## src/rtl/dn_ram_arbiter.sv

```systemverilog
// dn_ram_arbiter: merges the CMD loader stream and the raw cassette (ioctl index 1)
// stream into the single TRS-80 RAM download port, one write per granted RAM slot.
module dn_ram_arbiter #(
    parameter int DEPTH       = 4,
    parameter int WAIT_THRESH = 2,
    parameter int MIN_GAP     = 4,
    parameter int TAIL        = 8
) (
    input  logic        clk_sys,
    input  logic        reset,
    input  logic        loader_download,
    input  logic        loader_wr,
    input  logic [15:0] loader_addr,
    input  logic [7:0]  loader_data,
    output logic        loader_wait,
    input  logic        ioctl_download,
    input  logic [7:0]  ioctl_index,
    input  logic        ioctl_wr,
    input  logic [15:0] ioctl_addr,
    input  logic [7:0]  ioctl_data,
    output logic        ioctl_wait,
    input  logic        ram_slot,
    output logic        dn_go,
    output logic        dn_wr,
    output logic [23:0] dn_addr,
    output logic [7:0]  dn_data,
    output logic        overflow
);
    localparam int AW = $clog2(DEPTH);
    localparam int CW = AW + 1;
    localparam int TW = $clog2(TAIL + 1);

    typedef enum logic [1:0] {S_IDLE, S_ISSUE, S_GAP, S_TAIL} state_t;

    // Entries hold {addr16, data8}; the high address byte is implied by the source.
    logic [23:0]   l_mem [DEPTH];
    logic [23:0]   c_mem [DEPTH];
    logic [AW-1:0] l_rd, l_wr, c_rd, c_wr;
    logic [CW-1:0] l_cnt, c_cnt, l_cnt_nxt, c_cnt_nxt;

    state_t        state;
    logic [3:0]    gap_cnt;
    logic [TW-1:0] tail_cnt;
    logic          last_cass;

    logic l_push, c_push, l_full, c_full, l_empty, c_empty;
    logic l_do_push, c_do_push, l_pop, c_pop, pop_ok, pick_cass, sess;

    assign l_push    = loader_wr;
    assign c_push    = ioctl_wr && (ioctl_index == 8'd1);
    assign l_full    = (l_cnt == CW'(DEPTH));
    assign c_full    = (c_cnt == CW'(DEPTH));
    assign l_empty   = (l_cnt == '0);
    assign c_empty   = (c_cnt == '0);
    assign l_do_push = l_push && !l_full;
    assign c_do_push = c_push && !c_full;
    assign sess      = loader_download || (ioctl_download && (ioctl_index == 8'd1));

    // Round-robin: with both sources ready, the previous winner yields.
    assign pop_ok    = (state == S_ISSUE) && ram_slot && !(l_empty && c_empty);
    assign pick_cass = c_empty ? 1'b0 : (l_empty ? 1'b1 : !last_cass);
    assign l_pop     = pop_ok && !pick_cass;
    assign c_pop     = pop_ok && pick_cass;

    always_comb begin
        l_cnt_nxt = l_cnt;
        c_cnt_nxt = c_cnt;
        if (l_do_push) l_cnt_nxt = l_cnt_nxt + CW'(1);
        if (l_pop)     l_cnt_nxt = l_cnt_nxt - CW'(1);
        if (c_do_push) c_cnt_nxt = c_cnt_nxt + CW'(1);
        if (c_pop)     c_cnt_nxt = c_cnt_nxt - CW'(1);
    end

    always_ff @(posedge clk_sys) begin
        if (l_do_push) l_mem[l_wr] <= {loader_addr, loader_data};
        if (c_do_push) c_mem[c_wr] <= {ioctl_addr, ioctl_data};
    end

    always_ff @(posedge clk_sys) begin
        if (reset) begin
            l_rd        <= '0;
            l_wr        <= '0;
            c_rd        <= '0;
            c_wr        <= '0;
            l_cnt       <= '0;
            c_cnt       <= '0;
            loader_wait <= 1'b0;
            ioctl_wait  <= 1'b0;
            overflow    <= 1'b0;
        end else begin
            if (l_do_push) l_wr <= l_wr + AW'(1);
            if (c_do_push) c_wr <= c_wr + AW'(1);
            if (l_pop)     l_rd <= l_rd + AW'(1);
            if (c_pop)     c_rd <= c_rd + AW'(1);
            l_cnt       <= l_cnt_nxt;
            c_cnt       <= c_cnt_nxt;
            loader_wait <= (l_cnt_nxt >= CW'(WAIT_THRESH));
            ioctl_wait  <= (c_cnt_nxt >= CW'(WAIT_THRESH));
            if ((l_push && l_full) || (c_push && c_full)) overflow <= 1'b1;
        end
    end

    always_ff @(posedge clk_sys) begin
        if (reset) begin
            state     <= S_IDLE;
            gap_cnt   <= '0;
            tail_cnt  <= '0;
            last_cass <= 1'b1;
            dn_go     <= 1'b0;
            dn_wr     <= 1'b0;
            dn_addr   <= '0;
            dn_data   <= '0;
        end else begin
            dn_wr <= 1'b0;
            case (state)
                S_IDLE: begin
                    if (!l_empty || !c_empty || sess) begin
                        state <= S_ISSUE;
                        dn_go <= 1'b1;
                    end
                end
                S_ISSUE: begin
                    if (pop_ok) begin
                        dn_wr     <= 1'b1;
                        last_cass <= pick_cass;
                        if (pick_cass) begin
                            dn_addr <= {8'h01, c_mem[c_rd][23:8]};
                            dn_data <= c_mem[c_rd][7:0];
                        end else begin
                            dn_addr <= {8'h00, l_mem[l_rd][23:8]};
                            dn_data <= l_mem[l_rd][7:0];
                        end
                        gap_cnt <= 4'(MIN_GAP - 1);
                        state   <= (MIN_GAP > 1) ? S_GAP : S_ISSUE;
                    end else if (l_empty && c_empty && !sess) begin
                        state    <= S_TAIL;
                        tail_cnt <= TW'(TAIL - 1);
                    end
                end
                // The pulse cycle plus MIN_GAP-1 GAP cycles spaces writes MIN_GAP apart.
                S_GAP: begin
                    gap_cnt <= gap_cnt - 4'd1;
                    if (gap_cnt == 4'd1) state <= S_ISSUE;
                end
                S_TAIL: begin
                    if (l_push || c_push || !l_empty || !c_empty || sess) begin
                        state <= S_ISSUE;
                    end else if (tail_cnt == '0) begin
                        state <= S_IDLE;
                        dn_go <= 1'b0;
                    end else begin
                        tail_cnt <= tail_cnt - TW'(1);
                    end
                end
                default: state <= S_IDLE;
            endcase
        end
    end
endmodule

```

## config.mk

```make
export PLATFORM = sky130hd
export DESIGN_NAME = dn_ram_arbiter
export DESIGN_NICKNAME = d
export VERILOG_FILES = /design/src/rtl/dn_ram_arbiter.sv
export SDC_FILE = /design/constraint.sdc
export NUM_CORES = 1
export LEC_CHECK = 0
export ABC_CLOCK_PERIOD_IN_PS = 3170
export CELL_PAD_IN_SITES_DETAIL_PLACEMENT = 0
export CELL_PAD_IN_SITES_GLOBAL_PLACEMENT = 1
export CORE_MARGIN = 2
export CORE_UTILIZATION = 44
export CTS_CLUSTER_DIAMETER = 150
export CTS_CLUSTER_SIZE = 24
export DETAILED_ROUTE_END_ITERATION = 10
export GPL_ROUTABILITY_DRIVEN = 0
export HOLD_SLACK_MARGIN = 0.06
export PLACE_DENSITY_LB_ADDON = 0.1
export SYNTH_ARGS = -nofsm -noshare
export SYNTH_HDL_FRONTEND = slang
export SYNTH_SLANG_ARGS = --single-unit
```

## constraint.sdc

```tcl
create_clock -name clk_sys -period 3.17 [get_ports clk_sys]
set_clock_uncertainty 0.15 [all_clocks]
set_input_delay 0.317 -clock clk_sys [delete_from_list [all_inputs] [get_ports clk_sys]]
set_output_delay 0.317 -clock clk_sys [all_outputs]
set_load 0.01 [all_outputs]
```

After elaboration in Yosys (flattened, before gate mapping)
Memories as Yosys holds them, arrays and structs flattened. A register that Yosys moved wholly into a read port is not among the register bits.
Index checks and enable logic that the tools add are counted.

word-level totals
  bits in writable memories = 192
  output and inout port bits = 37
  memories kept = 2
  bits in registers = 62

memories
  name   depth  bits a word  rd ports  clocked after Yosys merged registers in  write ports  RTL line  RTL
  c_mem  4      24           1         1                                        1            37        logic [23:0] c_mem [DEPTH];
  l_mem  4      24           1         1                                        1            36        logic [23:0] l_mem [DEPTH];

cells by class
  equal/unequal tests = 17
  add/subtract/negate cells = 10
  muxes and demuxes = 35
  order comparisons = 2
  reductions and logical operators = 41
  bitwise gates (word level) = 1

operators by type and width
  operator               number
  $mux W2                10
  $mux W4                5
  $mux W17               1
  $pmux W4 S2            2
  $ne A2 B2 Y1 const B   7
  $logic_and A1 B1 Y1    12
  $mux W3                4
  $mux W1                10
  $add A2 B1 Y2 const B  4
  $eq A8 B1 Y1 const B   1
  $logic_not A1 Y1       8
  $logic_or A1 B1 Y1     8
  $mux W8                1
  $pmux W2 S4            1
  $reduce_and A4 Y1      2
  $sub A4 B1 Y4 const B  2
  $add A3 B1 Y3 const B  2
  $eq A3 B3 Y1 const B   2
  $ge A3 B2 Y1 const B   2
  $logic_not A3 Y1       2
  $reduce_bool A2 Y1     3
  $sub A3 B1 Y3 const B  2
  $reduce_and A5 Y1      1
  $eq A2 B2 Y1 const B   2
  other kinds (11)       12

Depth between registers and ports, before layout
Gate-level depths: netlist of the first run.

  depth in word-level cells = 8
  gate-level depth with buffers = 10

Least setup slack after synthesis of the first run
No wires, ideal clock.

  path kind = input to register
  from = input ioctl_index[1]
  to = memory c_mem[0][0], enable pin
  stages = 4
  arrival = 1707 ps
  setup slack = 930 ps
  library setup time = 383 ps
  path through = nor4b_4 > and4_1 > buf_6 > and2_1

between the ends
  word-level cells in the longest chain between the ends = 5

RTL lines
  element                        RTL line  RTL
  start: declaration             17        input logic [7:0] ioctl_index,
  $eq A8 B1 Y1                   50        assign c_push = ioctl_wr && (ioctl_index == 8'd1);
  $logic_and A1 B1 Y1            50
  $logic_and A1 B1 Y1            56        assign c_do_push = c_push && !c_full;
  $mux W1                        76        if (c_do_push) c_mem[c_wr] <= {ioctl_addr, ioctl_data};
  $mux W1 (not written as such)  76
  end: declaration               37

Every way passes these cells.

Final worst setup path of the first run
  from = register c_cnt[0]
  to = register dn_addr[10]

between the ends
  word-level cells in the longest chain between the ends = 5

RTL lines
  element                      RTL line  RTL
  start: declaration           39        logic [CW-1:0] l_cnt, c_cnt, l_cnt_nxt, c_cnt_nxt;
  start signal: assignment     96        c_cnt <= c_cnt_nxt;
  $logic_not A3 Y1 (*)         54        assign c_empty = (c_cnt == '0);
  $logic_and A1 B1 Y1          60        assign pop_ok = (state == S_ISSUE) && ram_slot && !(l_empty && c_empty);
  $logic_not A1 Y1             60
  $logic_and A1 B1 Y1          60
  $reduce_and A2 Y1 (no line)  -
  end signal: assignment       127       dn_addr <= {8'h01, c_mem[c_rd][23:8]};
  end signal: assignment       130       dn_addr <= {8'h00, l_mem[l_rd][23:8]};
  end: declaration             25        output logic [23:0] dn_addr,

Mark *: on every way between the ends. The rest lies on a longest branch, timed or not.
A chain may end at the register's enable or synchronous reset.

==> impl_metrics.py, run 1 <==
metrics = {
    "finish": {
        "n_antenna_cell": 0,
        "final_area_um2": 11660,
        "fin_util_pct": 52.00,
        "layout.nets": 762,
        "syn_to_final_growth_pct": 17.17,
        "drive_above_1_share_pct": 14.64,
    },
    "synthesis": {
        "yosysTopAreaCell": "edfxtp_1",
        "yosysUniqueCellTypes": 49,
        "synthMuxAreaShare_pct": 14.09,
        "synth_area_leaders": "edfxtp_1, dfxtp_1, mux4_2, mux2i_1, ha_1",
        "synth_seq_area_share_pct": 69.78,
        "netlist_area_um2": 9956,
        "synth_top_cell_area_share_pct": 57.91,
        "synth-adder-area-share_pct": 2.136,
        "yosys.area_share.simple_pct": 5.706,
        "synth_top_flop_cell": "edfxtp_1",
        "synth-warning-count": 0,
        "async_flop_share_pct": 0,
        "synth_edf_count": 192,
        "synthCells": 583,
        "synth_area_per_cell_um2": 17.08,
        "synth-compound-area-share_pct": 4.374,
        "ys_seq_elements": 251,
        "synth_top_family_by_area": "multiplexers",
        "synth-xor-area-share_pct": 1.232,
    },
    "worst_setup_path": {
        "slowest_stage": "dfxtp_1",
        "worst_ep_arrival_time_ns": 2.52,
        "ff2ff_setup_slack_ns": 0.83,
        "criticalPathCategory": "register to register",
        "worstSetupStartpointType": "register",
        "critPathBufInv": 2,
        "cp.required_ns": 3.35,
        "critPathMaxStageDelay_ns": 0.39,
        "path_max_fanout": 11,
        "path_cells": "inv_1 -> ha_1 -> nor2b_1 -> a21oi_4 -> buf_4 -> mux2i_1 -> a211oi_1",
        "crit_family": "compound AO/OA/AOI/OAI gates",
        "cp-end-kind": "register",
    },
    "sta": {
        "whs_ns": 0.2741,
        "max_freq_mhz": 427.1,
        "rsz0062_at_grt": "false",
        "drv_slew": 0,
        "final-hold-violation-count": 0,
        "max_slew_margin_pct": 44.57,
        "worstMarginPinSlew_ns": 0.8314,
        "period_minus_slack_ns": 2.341,
        "setup_tns_ns": 0,
        "final-setup-viol-count": 0,
        "min_period_over_period_pct": 73.86,
    },
    "drt": {
        "firstDrtPassIters": 4,
        "wl_mm": 20.27,
        "postRouteAntennaNets": 0,
        "vias": 5232,
        "drc": 0,
        "wl_per_cell_um": 20.78,
        "dr.first_iter.drc_count": 347,
        "vias_per_cell": 5.366,
    },
    "global_route": {
        "grt_usage_pct": 17.48,
        "grt_pass1_wl_mm": 31.67,
        "grt_max_degree": 40,
        "grt_pass1_vias": 5500,
        "antenna_found_initial": 0,
        "grt_overflow": 0,
    },
    "clock_network": {
        "postCtsSetupRepairBufs": 0,
        "h-tree-depth": 1,
        "cts.sinks": 251,
        "cts_tree": "built",
        "clk_path_buf_depth": 3,
        "hold_buffers": 0,
        "cts_root_buf": "clkbuf_16",
        "cts.repair.resized": 0,
        "clk_pin_slew_ns": 0.10,
        "cts_buffers": 14,
        "worstSkewPairLatency_ns": 0.48,
    },
    "placement": {
        "dp_hpwl_mm": 13.22,
        "place_area_um2": 11240,
        "portBuffers": 92,
    },
    "die": {
        "die_area_um2": 23850,
        "io_pins": 100,
        "core_um2": 22430,
        "start_util_pct": 44.38,
        "rows": 55,
        "die_h_um": 154.4,
        "die_w_um": 154.4,
    },
    "min_path": {
        "hold_class": "input pin to register",
    },
    "pwr": {
        "cellPowerDensity_nw_per_um2": 614.0,
        "leakage_nw": 3.702,
        "vdd_drop_max_mv": 0.5320,
    },
    "status": {
        "status": "finished clean",
    },
    "flow_run": {
        "drv_cap": 0,
    },
}
[cells by family (layout without fill, tap and decap cells)]
family / count (synthesis) / count (layout)
other: 1 / 7
buffers and inverters: 53 / 154
AND/OR/NAND/NOR: 107 / 107
XOR/XNOR: 14 / 14
multiplexers: 79 / 79
AO/OA/AOI/OAI: 61 / 61
flip-flops: 251 / 251
adder cells (fa/ha/maj): 17 / 17
[cells in the final DEF (no fill, tap or decap), drive strengths merged, types with 17 or more instances in the layout]
master / instances
edfxtp: 192
clkdlybuf4s50: 91
dfxtp: 59
nor2: 52
mux4: 48
mux2i: 28
a211oi: 27
buf: 24
clkbuf: 23
a21oi: 18
ha: 17
[power breakdown]
group	leakage, nW	total (mW)	switching [mW]	internal [mW]
Clock	0.201	1.89	0.992	0.896
Combinational	1.28	1.33	0.677	0.655
Sequential	2.22	3.94	0.158	3.78
[layout make-up]
class / count / area (um2)
clock inverter: 1 / 16.27
clock buffer: 23 / 405.4
fill: 1830 / 10770
tap: 285 / 356.6
multi-input combinational: 285 / 2780
timing repair buffer: 115 / 1101
inverter: 15 / 56.30
sequential: 251 / 6949
[path summary, 6_finish.rpt]
| kind | depth (start not counted) | endpoint | from |
|---|---|---|---|
| setup / recovery | 7 | dn_addr[10] | c_cnt[0] |
| hold reg to reg | 2 | dn_addr[16] | dn_addr[16] |
| hold / removal | 2 | c_wr[0] | reset |
| setup reg to reg | 7 | dn_addr[10] | c_cnt[0] |
[cells in the mapped netlist, types with 11 or more instances]
cell type / number
a211oi_1: 27
a21oi_1: 17
buf_2: 12
buf_4: 11
dfxtp_1: 59
edfxtp_1: 192
ha_1: 17
inv_1: 15
mux2i_1: 28
mux4_2: 48
nand2_1: 11
nor2_1: 52
[per-stage QoR]
step                      std cells  setup WS [ns]  power (mW)
final                           975         0.8287       7.163
after global routing            975         0.6806       7.551
after CTS                       975         0.7702       7.271
after detailed placement        951         0.3765       5.370
after global placement          951         0.4519       5.338
after floorplan                 589         0.9302       4.849
[registers in the layout, indices dropped and copies added (netlist names), 3 cells and up, named ones only]
register / flops
l_cnt: 3
tail_cnt: 4
dn_data: 8
l_mem: 96
dn_addr: 17
c_mem: 96
gap_cnt: 4
c_cnt: 3
[routing by layer]
layer | share of wire [%] | track usage [%] | vias up
met3 | 3.7 | 2.410 | 16
met5 | 0 | 0 | -
met2 | 49 | 30.21 | 98
li1 | - | - | 2429
met1 | 46 | 24.00 | 2689
met4 | 1.3 | 3.395 | 0
No activity file was read; power rests on OpenSTA's default activity.
==> run 2: changes to the inputs <==
Settings changed: ABC_CLOCK_PERIOD_IN_PS 3170 to 2200.
Clock period 3.17 ns to 2.2 ns, I/O delays scaled along.
==> impl_metrics.py, run 2 (synthesized netlist as in run 1, its figures left out) <==
metrics = {
    "status": {
        "status": "finished clean",
    },
    "drt": {
        "wl_met3_um": 907,
        "top_layer": "met4",
        "dr.first_iter.drc_count": 269,
        "drc": 0,
        "wl_per_cell_um": 19.58,
        "firstDrtPassIters": 4,
        "wl_met1_mm": 8.618,
        "wl_mm": 19.64,
        "vias_per_cell": 5.234,
        "postRouteAntennaNets": 0,
        "vias": 5250,
        "wl_met2_mm": 9.985,
    },
    "sta": {
        "setup_tns_ns": 0,
        "layout_setup_ws_ns": 0.08451,
        "max_freq_mhz": 472.7,
        "drv_slew": 0,
        "period_minus_slack_ns": 2.115,
        "final-hold-violation-count": 0,
        "min_period_over_period_pct": 96.16,
        "rsz0062_at_grt": "true",
        "final-setup-viol-count": 0,
    },
    "global_route": {
        "antenna_found_initial": 0,
        "grt_max_degree": 32,
        "grt_overflow": 0,
        "grt_pass1_wl_mm": 30.53,
        "grt_usage_pct": 16.63,
        "grt_pass1_vias": 5499,
    },
    "pwr": {
        "power.total_mw": 10.49,
        "leakage_nw": 3.881,
        "cellPowerDensity_nw_per_um2": 870.1,
        "vdd_drop_max_mv": 0.5943,
    },
    "worst_setup_path": {
        "path_max_fanout": 5,
        "cp.required_ns": 2.45,
        "ff2ff_setup_slack_ns": 0.08,
        "worst_ep_arrival_time_ns": 2.37,
        "cp-end-kind": "register",
        "criticalPathCategory": "register to register",
        "worstSetupStartpointType": "register",
    },
    "clock_network": {
        "h-tree-depth": 1,
        "clk_pin_slew_ns": 0.10,
        "clk_path_buf_depth": 3,
        "worstSkewPairLatency_ns": 0.47,
        "cts.sinks": 251,
        "cts_buffers": 14,
        "postCtsSetupRepairBufs": 0,
        "cts_tree": "built",
        "cts_root_buf": "clkbuf_16",
    },
    "finish": {
        "largest_registers": "c_mem: 96 flops, l_mem: 96 flops, dn_addr: 17 flops",
        "n_antenna_cell": 0,
        "final_common_cell": "edfxtp_1",
        "layout.nets": 790,
        "syn_to_final_growth_pct": 21.05,
        "drive_above_1_share_pct": 19.22,
        "mostFrequentLayoutCells": "edfxtp_1, clkdlybuf4s50_1, dfxtp_1, nor2_1, mux4_2",
    },
    "die": {
        "die_h_um": 154.4,
        "die_area_um2": 23850,
        "io_pins": 100,
        "die_w_um": 154.4,
        "core_um2": 22430,
        "rows": 55,
        "start_util_pct": 44.38,
    },
    "placement": {
        "pre_cts_ws_ns": -0.2889,
        "portBuffers": 92,
        "dp_hpwl_mm": 13.63,
    },
    "flow_run": {
        "drv_cap": 0,
    },
    "min_path": {
        "hold_class": "input pin to register",
    },
}
run 2: timing repair:
item	4_1_cts	5_1_grt
setup endpoints to repair	0	80
hold endpoints to repair	8	0
gates resized for setup	0	12
hold buffers	1	0
run 2: layer usage:
metal  GRT usage, %  vias up
li1               -     2487
met1          22.57     2632
met2          29.44      123
met3          2.157        8
met4          2.646        0
met5              0        -
run 2: stage by stage:
step,utilization (%),hold WS [ns],cell area (um2),std cells
3_3_place_gp,51.63,0.3005,11580,978
3_5_place_dp,51.63,0.3179,11580,978
5_1_grt,53.72,0.2218,12050,1003
2_1_floorplan,-,0.1689,9978,589
4_1_cts,53.56,0.2125,12020,1003
6_report,53.72,0.2275,12050,1003
run 2: report_power, final:
part           total (mW)  switching, mW  internal (mW)  leakage, nW
sequential           5.62          0.172           5.45         2.23
combinational        2.14           1.05           1.09         1.45
clock                2.72           1.43           1.30        0.202
total                10.5           2.65           7.83         3.88
run 2: area by class of cell:
class	count	area, um2
multi-input combinational	285	2813
timing repair buffer	143	1451
sequential	251	6953
clock inverter	1	16.27
clock buffer	23	405.4
fill	1838	10380
tap	285	356.6
inverter	15	56.30
run 2: worst max-delay path, stage by stage, from the launching register on:
cell and delay [ns]:
dfxtp_2 0.34, inv_1 0.05, ha_1 0.16, buf_4 0.13, nand4bb_4 0.18, a311oi_4 0.34, buf_4 0.18, mux2_2 0.34
nor3_1 0.16
run 2: worst paths after layout:
kind / from / endpoint / depth (start not counted)
worst max-delay path: c_cnt[0] / state[1] / 8
worst max register to register: c_cnt[0] / state[1] / 8
worst min register to register: dn_addr[16] / dn_addr[16] / 2
worst min-delay path: loader_addr[0] / l_mem[1][8] / 1
